==> config.mk <==
export PLATFORM = sky130hd
export DESIGN_NAME = sdram_arbit
export DESIGN_NICKNAME = d
export VERILOG_FILES = /design/src/rtl/sdram_arbit.sv
export SDC_FILE = /design/constraint.sdc
export NUM_CORES = 1
export LEC_CHECK = 0
export BUFFER_PORTS_ARGS = -buffer_cell sky130_fd_sc_hd__buf_2
export CAP_MARGIN = 15
export CORE_MARGIN = 4
export CORE_UTILIZATION = 33
export CTS_CLUSTER_DIAMETER = 50
export DETAILED_ROUTE_END_ITERATION = 16
export GPL_TIMING_DRIVEN = 0
export PLACE_DENSITY_LB_ADDON = 0.3
export SLEW_MARGIN = 20
export SYNTH_ARGS = -nofsm -noshare
export SYNTH_HDL_FRONTEND = slang
export SYNTH_SLANG_ARGS = --single-unit
==> constraint.sdc <==
create_clock -name clk -period 1.6 [get_ports clk]
set_clock_uncertainty 0.05 [all_clocks]
set_input_delay 0.32 -clock clk [delete_from_list [all_inputs] [get_ports clk]]
set_output_delay 0.32 -clock clk [all_outputs]
set_load 0.1 [all_outputs]
==> src/rtl/sdram_arbit.sv <==
// SDRAM command-bus arbiter: holds the bus for init, then grants refresh > write > read
// one at a time and muxes the granted requester onto the pins, with a grant watchdog.
module sdram_arbit #(
  parameter int unsigned TIMEOUT = 1023,
  parameter logic [3:0]  CMD_NOP = 4'b0111
) (
  input  logic        clk,
  input  logic        rst_n,
  input  logic        init_end,
  input  logic [3:0]  init_cmd,
  input  logic [1:0]  init_ba,
  input  logic [11:0] init_addr,
  input  logic        aref_req,
  input  logic        aref_end,
  input  logic [3:0]  aref_cmd,
  input  logic [11:0] aref_addr,
  input  logic        wr_req,
  input  logic        wr_end,
  input  logic [3:0]  wr_cmd,
  input  logic [1:0]  wr_ba,
  input  logic [11:0] wr_addr,
  input  logic        wr_dq_oe,
  input  logic [15:0] wr_data,
  input  logic        rd_req,
  input  logic        rd_end,
  input  logic [3:0]  rd_cmd,
  input  logic [1:0]  rd_ba,
  input  logic [11:0] rd_addr,
  output logic        aref_en,
  output logic        wr_en,
  output logic        rd_en,
  output logic        sdram_cke,
  output logic        sdram_cs_n,
  output logic        sdram_ras_n,
  output logic        sdram_cas_n,
  output logic        sdram_we_n,
  output logic [1:0]  sdram_bank,
  output logic [11:0] sdram_addr,
  output logic [15:0] sdram_dq_out,
  output logic        sdram_dq_oe,
  output logic        arb_err
);

  localparam int unsigned CW = 10;
  localparam int unsigned BW = 2;
  localparam int unsigned AW = 12;
  localparam int unsigned DW = 16;

  typedef enum logic [2:0] {S_INIT, S_ARBIT, S_AREF, S_WRITE, S_READ} state_t;

  state_t        r_state;
  state_t        w_state_nxt;
  logic [CW-1:0] r_gnt_cnt;
  logic          r_arb_err;
  logic          w_granted;
  logic          w_end;
  logic          w_timeout;
  logic [3:0]    w_cmd;

  // Grant bookkeeping: which end pulse releases the current owner, and the watchdog trip
  always_comb begin
    w_granted = (r_state == S_AREF) || (r_state == S_WRITE) || (r_state == S_READ);
    w_end     = ((r_state == S_AREF)  && aref_end) ||
                ((r_state == S_WRITE) && wr_end)   ||
                ((r_state == S_READ)  && rd_end);
    w_timeout = w_granted && !w_end && (r_gnt_cnt == CW'(TIMEOUT - 1));
  end

  always_ff @(posedge clk or negedge rst_n) begin
    if (!rst_n) r_state <= S_INIT;
    else        r_state <= w_state_nxt;
  end

  always_comb begin
    w_state_nxt = r_state;
    case (r_state)
      S_INIT:  if (init_end) w_state_nxt = S_ARBIT;
      S_ARBIT: begin
        if (aref_req)    w_state_nxt = S_AREF;
        else if (wr_req) w_state_nxt = S_WRITE;
        else if (rd_req) w_state_nxt = S_READ;
      end
      S_AREF, S_WRITE, S_READ: if (w_end || w_timeout) w_state_nxt = S_ARBIT;
      default: w_state_nxt = S_INIT;
    endcase
  end

  // Grant counter restarts from zero on every new grant and saturates rather than wrapping
  always_ff @(posedge clk or negedge rst_n) begin
    if (!rst_n) begin
      r_gnt_cnt <= '0;
      r_arb_err <= 1'b0;
    end else begin
      r_arb_err <= w_timeout;
      if (!w_granted)              r_gnt_cnt <= '0;
      else if (r_gnt_cnt != '1)    r_gnt_cnt <= r_gnt_cnt + CW'(1);
    end
  end

  // Pin mux and grant decode; init pass-through is suppressed while reset is held
  always_comb begin
    aref_en      = 1'b0;
    wr_en        = 1'b0;
    rd_en        = 1'b0;
    sdram_cke    = 1'b1;
    w_cmd        = CMD_NOP;
    sdram_bank   = '0;
    sdram_addr   = '0;
    sdram_dq_out = '0;
    sdram_dq_oe  = 1'b0;
    case (r_state)
      S_INIT: if (rst_n) begin
        w_cmd      = init_cmd;
        sdram_bank = BW'(init_ba);
        sdram_addr = AW'(init_addr);
      end
      S_AREF: begin
        aref_en    = 1'b1;
        w_cmd      = aref_cmd;
        sdram_addr = AW'(aref_addr);
      end
      S_WRITE: begin
        wr_en        = 1'b1;
        w_cmd        = wr_cmd;
        sdram_bank   = BW'(wr_ba);
        sdram_addr   = AW'(wr_addr);
        sdram_dq_out = DW'(wr_data);
        sdram_dq_oe  = wr_dq_oe;
      end
      S_READ: begin
        rd_en      = 1'b1;
        w_cmd      = rd_cmd;
        sdram_bank = BW'(rd_ba);
        sdram_addr = AW'(rd_addr);
      end
      default: ;
    endcase
    {sdram_cs_n, sdram_ras_n, sdram_cas_n, sdram_we_n} = w_cmd;
  end

  assign arb_err = r_arb_err;

endmodule

# == Yosys cells after proc, flatten, opt, wreduce, memory -nomap -nowiden ==
# Cells that the tools add are included.
# classes
add_sub_neg,1
eq_ne,10
n_mux,19
reduce_logical,14
# ops
op,count
12-bit case mux with 4 select lines,1
10-bit two-way mux,2
16-bit two-way mux,1
4-bit case mux with 4 select lines,1
3-bit two-way mux,5
12-bit two-way mux,1
"10-bit by 1-bit adder with 10-bit output, second input constant",1
"10-bit equality test, second input constant",1
"10-bit != test, second input constant",1
3-bit case mux with 3 select lines,1
"3-bit by 2-bit equality test with 1-bit output, second input constant",2
2-bit case mux with 3 select lines,1
1-bit logical AND,5
1-bit logical OR,5
1-bit two-way mux,4
4-bit two-way mux,1
"2-bit != test, second input constant",2
"4-bit != test, second input constant",1
"3-bit by 1-bit equality test with 1-bit output, second input constant",1
"3-bit equality test, second input constant",1
3-bit zero test,1
3-bit AND reduction,1
3-bit OR reduction,1
2-bit two-way mux,1
other kinds (2),2
# word_totals
register_bits,14
inputBits,96
out_inout_bits,40

# == Depth between registers and ports, before layout ==
# depth
ltp_word,10
mapped_depth,7
mapped_depth_nobuf,6

# == Least setup slack after synthesis ==
# OpenSTA, ideal clock, no wires.
# synth_timing
path_kind,register to output
startpoint,register r_state[2]
endpoint,output sdram_addr[0]
arrival_time_ns,3.129
t_required_ns,1.230
slack_ns,-1.899
path_stages_with_launch,6
path_buffers,2
path_cell_list,dfrtp_1 -> buf_2 -> and2b_1 -> buf_2 -> a22oi_1 -> o21ai_0
# synth_via
elab_chain_len,2
word_cells_on_any_way,5
cone_classes,eq/ne (3); mux (1); reduce/logical (1)
# synth_lines
element,line,rtl
start: declaration,51,state_t r_state;
start signal: assignment,71,else r_state <= w_state_nxt;
"3-bit equality test, or another cell as far along",111,case (r_state)
12-bit case mux with 4 select lines *,111,
end: declaration,38,"output logic [11:0] sdram_addr,"
# Every way passes the cells marked *; elsewhere a longest branch is shown, timed or not.

# == Worst setup path after layout ==
# layout_timing
startpoint,register r_state[1]
endpoint,output sdram_addr[5]
# Same word-level chain as after synthesis.

==> impl_metrics.ini <==
[setup_path]
cpLargestDelayFamily = buffers and inverters
crit_required_ns = 1.23
critPathArrivalTime_ns = 1.84
cpPeakStageDelay_ns = 0.44
path_buf_inv = 4
crit_path_max_fanout = 6
crit_chain = buf_6, nor4b_4, buf_6, buf_12, a22oi_2, o21ai_4, buf_12
cp-end-kind = output port
critical_path_class = flip-flop to output port
start_kind = flip-flop
crit_slowest_cell = dfrtp_1

[run]
max_cap_violations = 0

[yosys]
synth_flop_cell = dfrtp_1
syn_area_um2 = 1400
yosysWarnings = 0
synthTopCellsByArea = dfrtp_1, a22oi_1, and2_1
yosys.area.top_type = dfrtp_1
yosys.area.top_type_share = 0.250
synthesis.nets = 276
synth.most_common_cell = a22oi_1
synth-seq-cells = 14
async_flop_share = 1.00
ys_types = 39
synthCells = 178
yosysSeqAreaShare = 0.250
synthTopCellsByCount = a22oi_1, and2_1, dfrtp_1, o21ai_0, nor2_1
synth_edf_count = 0
syn_area_per_cell_um2 = 7.89

[clock_network]
h-tree-depth = 1
clk_pin_slew_ns = 0.05
clock-root-buffer = clkbuf_8
clk_path_buf_depth = 2
cts_made_buffers = 3
tritoncts = yes
insertion_delay_ns = 0.25
clock-sinks = 14

[grt]
grt_pass1_vias = 2392
grt_first_pass_wirelength_um = 13600
track_usage = 0.339
grt_max_degree = 15
grt_overflow_total = 0
antenna_found_initial = 0

[place]
place.port_buffers = 134
placed_cells = 362
dp_hpwl_um = 4650
place_congestion = 0.802

[finish]
layoutNonFillerInstCount = 390
drive_gt1_frac = 0.756
syn_to_final_growth_pct = 157
final_nets = 439
antenna_cells = 0

[floorplanning]
die_w_um = 73.2
die_h_um = 73.2
io_pins = 136
initial_core_util = 0.346
die_area_um2 = 5360
design.core.area_um2 = 4060
row_count = 23

[sta]
drv_slew = 0
fin_ws_ns = -0.615
relSlewSlack = 0.574
hold_violations = 0
min_period_ns = 2.21
tightestPinTransition_ns = 0.638
rsz0062_at_grt = true
max_freq_mhz = 452
setup_violations = 42
min_period_over_period = 1.38
whs_ns = 0.342

[outcome]
failed_checks = setup timing
outcome = finished with violations

[hold_path]
hp-class = input port to flip-flop

[route]
drtPass1Iterations = 5
wl_um = 11200
postRouteAntennaNets = 0
drcViolationCount = 0
routedWlPerCell_um = 28.8
via_per_inst = 6.57
vias = 2561
drt-initial-drc-count = 245

[power]
cellPowerDensity_nw_per_um2 = 2060
p_leak_nw = 1.58
ir_drop_mv = 1.97
[stage by stage]
stage / power [mW] / TNS (ns) / setup slack [ns] / utilization / cell area [um^2]
5_1_grt: 7.54 / -21.64 / -0.685 / 0.888 / 3600
3_3_place_gp: 4.98 / -20.61 / -0.770 / 0.630 / 2560
6_report: 7.42 / -20.00 / -0.615 / 0.888 / 3600
3_5_place_dp: 5.03 / -21.43 / -0.793 / 0.630 / 2560
2_1_floorplan: 4.41 / -8.31 / -0.326 / - / 1820
4_1_cts: 6.85 / -15.03 / -0.489 / 0.844 / 3420
[cell usage in the layout, fill, tap and decap left out, drive strengths merged, types with 7 or more instances in the layout]
cell,count
inv,7
buf,166
dfrtp,14
clkbuf,10
nand2,8
a22oi,28
and2,18
o21ai,15
nor2,10
[where the power goes]
group | total [mW] | switching [mW] | internal (mW)
Combinational | 6.59 | 4.07 | 2.52
Clock | 0.300 | 0.124 | 0.176
Sequential | 0.532 | 0.124 | 0.408
Total | 7.42 | 4.32 | 3.10
[timing repair]
item,4_1_cts,5_1_grt
cloned,1,2
hold buffers,1,0
setup buffers,13,11
hold endpoints to repair,14,0
pin swaps,14,5
setup endpoints to repair,44,43
resized for setup,182,18
[flip-flops by register name, summed over array words and instances, names as in the netlist]
register	count
r_gnt_cnt	10
arb_err	1
r_state	3
[cells by family (layout without fill, tap and decap cells)]
group | count (synthesis) | after routing | share of synthesized area
simple gates | 62 | 62 | 0.268
mux | 1 | 1 | 0.00713
xor+xnor | 3 | 3 | 0.0187
compound gates | 72 | 72 | 0.364
flops | 14 | 14 | 0.250
buf+inv | 23 | 185 | 0.0722
fa+ha+maj | 2 | 2 | 0.0178
other cells | 1 | 1 | 0.00267
[path summary, 6_finish.rpt]
path	cells after the start	to	from	slack, ns
hold reg to reg	1	r_gnt_cnt[4]	r_gnt_cnt[4]	0.50
max in group asynchronous	2	r_state[0]	rst_n	0.38
setup / recovery	7	sdram_addr[5]	r_state[1]	-0.61
setup reg to reg	6	r_state[0]	r_state[1]	-0.28
hold / removal	3	r_state[1]	wr_req	0.34
min in group asynchronous	2	r_gnt_cnt[8]	rst_n	0.67
[worst register-to-register path, cell delays in order (launching register included)]
cell,delay (ns)
dfrtp_1,0.44
buf_4,0.18
buf_4,0.18
nor4b_2,0.38
a211oi_4,0.09
nor2_1,0.27
o2bb2ai_1,0.15
[routing by layer]
metal | track usage | vias to the layer above | wire, um
met5 | 0 | - | 0
met4 | 0.180 | 0 | 846
met3 | 0.0661 | 86 | 1290
met2 | 0.584 | 280 | 5400
met1 | 0.391 | 1205 | 3690
li1 | - | 990 | -
[area by class of cell]
class                      count  area, um^2
buffer                        12         143
tap                           50        62.6
fill                         149         453
multi-input combinational    141        1430
clock buffer                   4        45.0
sequential                    14         353
timing repair buffer         161        1530
inverter                       8        42.5
No activity file was read; power rests on OpenSTA's default activity.
